**config.mk**
```make
export PLATFORM = sky130hd
export DESIGN_NAME = bin_to_bcd_seq
export DESIGN_NICKNAME = d
export VERILOG_FILES = /design/src/rtl/bcd_pkg.sv /design/src/rtl/bcd_digit_adj.sv /design/src/rtl/bin_to_bcd_seq.sv
export SDC_FILE = /design/constraint.sdc
export NUM_CORES = 1
export LEC_CHECK = 0
export ABC_AREA = 1
export BUFFER_PORTS_ARGS = -buffer_cell sky130_fd_sc_hd__buf_2
export CAP_MARGIN = 40
export CORE_ASPECT_RATIO = 1.4
export CORE_UTILIZATION = 25
export CTS_CLUSTER_DIAMETER = 60
export DETAILED_ROUTE_END_ITERATION = 16
export PLACE_DENSITY = 0.53
export SLEW_MARGIN = 0
export SYNTH_ARGS = -nofsm -noshare
export SYNTH_HDL_FRONTEND = slang
export SYNTH_HIERARCHICAL = 1
export SYNTH_SLANG_ARGS = --single-unit
```
**constraint.sdc**
```tcl
create_clock -name CLOCK_50 -period 2.5 [get_ports CLOCK_50]
set_input_delay 0.5 -clock CLOCK_50 [delete_from_list [all_inputs] [get_ports CLOCK_50]]
set_output_delay 0.5 -clock CLOCK_50 [all_outputs]
set_load 0.005 [all_outputs]
```
**src/rtl/bcd_pkg.sv**
```systemverilog
// Shared constants for the sequential binary-to-BCD converter.
// State encoding, add-3 correction values and digit sizing.
package bcd_pkg;

  typedef enum logic {
    S_IDLE  = 1'b0,
    S_SHIFT = 1'b1
  } state_t;

  localparam int unsigned DIGIT_W = 4;

  localparam logic [DIGIT_W-1:0] BCD_ADJ_THRESH = 4'd5;
  localparam logic [DIGIT_W-1:0] BCD_ADJ_ADD    = 4'd3;

  function automatic longint unsigned pow10(input int n);
    longint unsigned r;
    r = 1;
    for (int i = 0; i < n; i++) begin
      r = r * 10;
    end
    return r;
  endfunction

endpackage

```
**src/rtl/bcd_digit_adj.sv**
```systemverilog
// Single-digit add-3 corrector applied before each double-dabble shift.
// Purely combinational; the 4-bit sum wraps with no carry out.
module bcd_digit_adj
  import bcd_pkg::*;
(
  input  logic [DIGIT_W-1:0] digit_i,
  output logic [DIGIT_W-1:0] digit_o
);

  always_comb begin
    digit_o = digit_i;
    if (digit_i >= BCD_ADJ_THRESH) begin
      digit_o = digit_i + BCD_ADJ_ADD;
    end
  end

endmodule

```
**src/rtl/bin_to_bcd_seq.sv**
```systemverilog
// Sequential shift-and-add-3 binary-to-BCD converter.
// One conversion per WIDTH shift cycles under a start/busy/done handshake.
module bin_to_bcd_seq
  import bcd_pkg::*;
#(
  parameter int WIDTH  = 8,
  parameter int DIGITS = 3
) (
  input  logic                      CLOCK_50,
  input  logic                      RST,
  input  logic                      START,
  input  logic [WIDTH-1:0]          BIN,
  output logic [DIGIT_W*DIGITS-1:0] BCD,
  output logic                      BUSY,
  output logic                      DONE
);

  localparam int BW = DIGIT_W * DIGITS;
  localparam int CW = $clog2(WIDTH + 1);

  if (WIDTH < 1 || WIDTH > 16) begin : g_bad_width
    $error("bin_to_bcd_seq: WIDTH must be 1..16");
  end

  if (pow10(DIGITS) <= (longint'(1) << WIDTH) - 1) begin : g_bad_digits
    $error("bin_to_bcd_seq: DIGITS too small for WIDTH");
  end

  state_t          state_q, state_d;
  logic [WIDTH-1:0] bin_q, bin_d;
  logic [BW-1:0]   bcd_q, bcd_d;
  logic [CW-1:0]   cnt_q, cnt_d;
  logic [BW-1:0]   out_q, out_d;
  logic            done_q, done_d;
  logic [BW-1:0]   adj;

  for (genvar g = 0; g < DIGITS; g++) begin : g_adj
    bcd_digit_adj u_adj (
      .digit_i(bcd_q[DIGIT_W*g +: DIGIT_W]),
      .digit_o(adj[DIGIT_W*g +: DIGIT_W])
    );
  end

  always_comb begin
    state_d = state_q;
    bin_d   = bin_q;
    bcd_d   = bcd_q;
    cnt_d   = cnt_q;
    out_d   = out_q;
    done_d  = 1'b0;
    unique case (state_q)
      S_IDLE: begin
        if (START) begin
          bin_d   = BIN;
          bcd_d   = '0;
          cnt_d   = CW'(WIDTH);
          state_d = S_SHIFT;
        end
      end
      S_SHIFT: begin
        {bcd_d, bin_d} = {adj[BW-2:0], bin_q, 1'b0};
        cnt_d = cnt_q - 1'b1;
        // last shift: publish the freshly shifted digits
        if (cnt_q == CW'(1)) begin
          out_d   = {adj[BW-2:0], bin_q[WIDTH-1]};
          done_d  = 1'b1;
          state_d = S_IDLE;
        end
      end
    endcase
  end

  always_ff @(posedge CLOCK_50) begin
    if (RST) begin
      state_q <= S_IDLE;
      bin_q   <= '0;
      bcd_q   <= '0;
      cnt_q   <= '0;
      out_q   <= '0;
      done_q  <= 1'b0;
    end else begin
      state_q <= state_d;
      bin_q   <= bin_d;
      bcd_q   <= bcd_d;
      cnt_q   <= cnt_d;
      out_q   <= out_d;
      done_q  <= done_d;
    end
  end

  assign BCD  = out_q;
  assign DONE = done_q;
  assign BUSY = (state_q == S_SHIFT);

endmodule
```
==> metrics.txt, run 1 <==
Worst setup SP type flip-flop; max-slew violation count 0; layout cell share with drive strength beyond 1 0.242; Nets 303; max frequency 587 MHz; Num CTS Buffers 5; clock sinks 38; pwr dens 622 nW/um^2; Die Span Y 106 um; Slowest cell on crit path dfxtp_1; pin count of the biggest net entering global routing 24; CTS H-tree depth 2; Syn Std Cell Area 1940 sq um; Max-Slew Margin vs Limit 0.612; Initial DRC Count 84; vias in the first global route 1608; Die Footprint 8110 sq um; CTS tree built; CP cell instances buf_2; Ys Warns 6; finished layout cell area 2240 sq um; Cell Area, Placed 2100 sq um; DR vias 1656; RSZ-0062 raised after global routing no; mean post-synth cell area 7.36 sq um; clock buffer depth 2; Worst Path Arrival 1200 ps; CP required 2000 ps; clk_lat worst skew 290 ps; WL per Instance 10.7 um; Syn Inst Count 263; status finished, final reports clean; DR pass1 iterations 5; Boundary Pins 25; Via density 4.34; Worst VDD drop 0.000361 V; crit end category output pin; n_diodes 0; # setup viols final 0; initial antenna violation count 0; hpwl dp 2950 um; clock skew 3.27 ps; port bufs 24; first-pass GRT wire length 7090 um; # DRC 0; Die W 76.4 um; Crit Path Max Fanout 12; Routed Antenna Nets 0; Pleak 1.04 nW; Clock Pin Slew Worst Setup and Hold Paths 70 ps; TNS Setup 0 ps; Total Wirelength 4100 um; Worst Path Buf+Inv 1; post-CTS setup repair buffer count 0; actual slew at the worst max-slew pin 582 ps; row count 37; Worst path top cell family by delay flip-flops; fin crit share 0.681; Setup CP Type reg -> out; Period minus WS final 1700 ps; # resized after CTS 0; worst hold slack 460 ps; P&R area growth vs syn 15.6%; Mapped Nets 282; Hold Violations, Final 0; CP max stage delay 690 ps; core area 7410 sq um; hold crit path type in -> reg; grt total ovfl 0; clk root buf clkbuf_8; Total GRT Usage 0.111; Initial Utilization 0.261; Placer Congestion 0.832; hold_buf cts 0; MaxCap Viol Count 0; fillers 827
-- power by group --
part,internal [mW],switching [mW]
sequential,0.621,0.0174
clock,0.426,0.226
combinational,0.0370,0.0663
-- final timing paths --
kind	cells after the start	slack (ps)	endpoint	start
setup / recovery	1	800	BUSY	BUSY
hold / removal	3	460	bin_q[0]	BIN[0]
setup reg to reg	7	1080	bcd_q[6]	bcd_q[4]
hold reg to reg	2	460	bin_q[0]	bin_q[0]
-- registers in the layout (all words and copies together) (netlist names) --
signal	count
BUSY	1
BCD	12
bcd_q	12
bin_q	8
DONE	1
cnt_q	4
-- cell type report --
cell class | count | area [sq um] | share of cell area
repair buffers | 25 | 128 | 0.0570
clock buffers | 6 | 82.6 | 0.0369
inverters | 29 | 114 | 0.0508
well taps | 97 | 121 | 0.0542
multi-input cells | 185 | 973 | 0.435
flip-flops and latches | 38 | 761 | 0.340
clock inverters | 2 | 60.1 | 0.0268
-- placed cells by master (no fill, tap or decap) --
cell type / n
a21oi_1: 15
a21oi_2: 3
and3_1: 1
buf_2: 24
buf_4: 1
bufinv_16: 2
clkbuf_8: 6
dfxtp_1: 38
ha_1: 8
inv_1: 22
inv_2: 5
inv_4: 2
nand2_1: 93
nand2_2: 8
nand2_4: 1
nand3_1: 18
nand3_2: 6
nand4_1: 2
nor2_1: 12
nor2_4: 7
nor4_1: 1
o21ai_0: 6
o21ai_2: 3
or2_2: 1
-- metal layers --
metal | vias to the layer above | track usage | wire length [um]
li1 | 861 | - | -
met1 | 742 | 0.120 | 1760
met2 | 42 | 0.197 | 2010
met3 | 11 | 0.0266 | 214
met4 | 0 | 0.0618 | 110
met5 | - | 0 | 0
-- per-stage QoR --
| stage | power [mW] | utilization | cells | setup WS [ps] |
|---|---|---|---|---|
| floorplan | 0.739 | - | 263 | 1290 |
| CTS | 1.41 | 0.302 | 382 | 768 |
| global placement | 0.756 | 0.283 | 374 | 881 |
| global route | 1.45 | 0.302 | 382 | 728 |
| finish | 1.39 | 0.302 | 382 | 797 |
| detailed placement | 0.758 | 0.283 | 374 | 857 |
Power figures use the tool's default switching activity.
==> inputs of run 2 (changes only) <==
- PLACE_DENSITY: 0.53 -> 0.54
- clock period: 2.5 -> 1.48 ns (I/O delays scaled with it)
==> run 2 against run 1 <==
Global-route usage fell by 0.60 points. Die area did not move. Final cell count rose by 0.52%. Critical endpoint unchanged. Critical path depth rose by 1. Via count is 4.0% lower. Register-to-register slack worse by 950 ps. Hold slack worse by 190 ps. Worst setup slack worse by 710 ps.
==> metrics.txt, run 2 (synthesis results as in run 1) <==
CP max stage delay 430 ps (was 690 ps); Hold Violations, Final 0 (unchanged); DR vias 1589 (was 1656); r2r worst-path depth 7 (unchanged); Period minus WS final 1390 ps; Worst VDD drop 0.000445 V (was 0.000361 V); pin count of the biggest net entering global routing 23 (was 24); Die W 76.4 um (unchanged); WL per Instance 10.1 um (was 10.7 um); Hold Path Sink bin_q[0] (unchanged); hpwl dp 2760 um (was 2950 um); clock sinks 38 (unchanged); initial antenna violation count 0 (unchanged); Boundary Pins 25 (unchanged); clock skew 8.51 ps (was 3.27 ps); Die Footprint 8110 sq um (unchanged); Die Span Y 106 um (unchanged); max-slew violation count 0 (unchanged); RR Endpoint bcd_q[1] (was bcd_q[6]); n_diodes 0 (unchanged); row count 37 (unchanged); max frequency 720 MHz; Nets 307 (was 303); most frequent cells in the layout nand2_1, dfxtp_1, buf_2, inv_1, nand3_1 (unchanged); Routed Antenna Nets 0 (unchanged); Hold Crit Start BIN[0] (unchanged); MaxCap Viol Count 0 (unchanged); Initial Utilization 0.261 (unchanged); Placer Congestion 0.811 (was 0.832); Slowest cell on crit path dfxtp_1 (unchanged); Max-Slew Margin vs Limit 0.807 (was 0.612); status finished, final reports clean (unchanged); Via density 4.14 (was 4.34); commonest non-fill, non-tap cell in the layout nand2_1 (unchanged); core area 7410 sq um (unchanged); port bufs 24 (unchanged); Total Wirelength 3870 um (was 4100 um); grt total ovfl 0 (unchanged); TNS Setup 0 ps (unchanged); first-pass GRT wire length 6850 um (was 7090 um); clk_lat worst skew 290 ps (about the same); DR pass1 iterations 4 (was 5); actual slew at the worst max-slew pin 289 ps (was 582 ps); R2R Path Start bcd_q[0] (was bcd_q[4]); P&R area growth vs syn 14.1% (was 15.6%); fin crit share 0.938; layout cell share with drive strength beyond 1 0.251 (was 0.242); Initial DRC Count 52 (was 84); hold crit path type in -> reg (unchanged); Worst Path Arrival 1090 ps (was 1200 ps); hold_buf cts 0 (unchanged); CP required 1180 ps (was 2000 ps); pwr dens 891 nW/um^2 (was 622 nW/um^2); CP cell instances buf_4 > buf_2 (was buf_2); CTS H-tree depth 2 (unchanged); Setup CP Type reg -> out (unchanged); Clock Pin Slew Worst Setup and Hold Paths 70 ps (about the same); Num CTS Buffers 5 (unchanged); # setup viols final 0 (unchanged); Worst setup SP type flip-flop (unchanged); crit end category output pin (unchanged); number of cells on the worst hold path 3 (unchanged); post-route total power 1.97 mW (was 1.39 mW); RSZ-0062 raised after global routing no (unchanged); clock buffer depth 2 (unchanged); CTS tree built (unchanged); flop2flop setup slack 130 ps (was 1080 ps); Total GRT Usage 0.105 (was 0.111); vias in the first global route 1550 (was 1608); Pleak 1.03 nW (was 1.04 nW); clk root buf clkbuf_8 (unchanged); Crit Path Max Fanout 12 (unchanged); # DRC 0 (unchanged)
-- run 2: cell count changes in the layout (fill, tap and decap cells not counted), sizes merged --
cell,previous run,this run
buf,25,29
bufinv,2,0
-- run 2: timing repair --
action,in CTS,in global routing
resized for setup,0,1
setup buffers,0,0
endpoints found under the setup margin,0,1
-- run 2: final cells by class --
type | instances | area (sq um)
Timing Repair Buffer | 29 | 158
Multi-Input combinational cell | 185 | 973
Inverter | 29 | 114
Tap cell | 97 | 121
Sequential cell | 38 | 762
Clock buffer | 6 | 82.6
Fill cell | 828 | 5200
-- run 2: per-layer routing --
metal | global-route usage | wire length (um) | up-vias
met3 | 0.0326 | 159 | 4
met1 | 0.118 | 1860 | 695
li1 | - | - | 864
met2 | 0.189 | 1820 | 26
met4 | 0.0288 | 41 | 0
met5 | 0 | 0 | -
-- run 2: how the worst max path moves through the flow --
| stage | start | endpoint | slack [ps] | depth (start not counted) |
|---|---|---|---|---|
| after floorplan | bcd_q[0] | bcd_q[2] | 270 | 7 |
| after global placement | bcd_q[0] | bcd_q[1] | 150 | 7 |
| after detailed placement | bcd_q[0] | bcd_q[2] | 130 | 7 |
| after CTS | BUSY | BUSY | 80 | 2 |
| after global routing | bcd_q[5] | bcd_q[6] | 20 | 9 |
| final | BUSY | BUSY | 90 | 2 |
-- run 2: metrics by stage --
step           hold slack, ps  instance area, sq um  worst slack, ps  utilization  std cells
2_1_floorplan             436                  1940              266            -        263
3_3_place_gp              452                  2130              155        0.287        378
3_5_place_dp              461                  2130              134        0.287        378
4_1_cts                   261                  2210             82.7        0.298        384
5_1_grt                   273                  2210             15.5        0.298        384
6_report                  265                  2210             91.8        0.298        384
-- run 2: report_power, final --
part | switching (mW) | leakage, nW | internal [mW]
Sequential | 0.0219 | 0.309 | 1.05
Clock | 0.345 | 0.0431 | 0.359
Combinational | 0.122 | 0.679 | 0.0715
Total | 0.489 | 1.03 | 1.48
-- run 2: critical path, delay by kind of cell (launching register included) --
family,cells,cell delay (ps)
buf+inv,2,380
flops,1,430
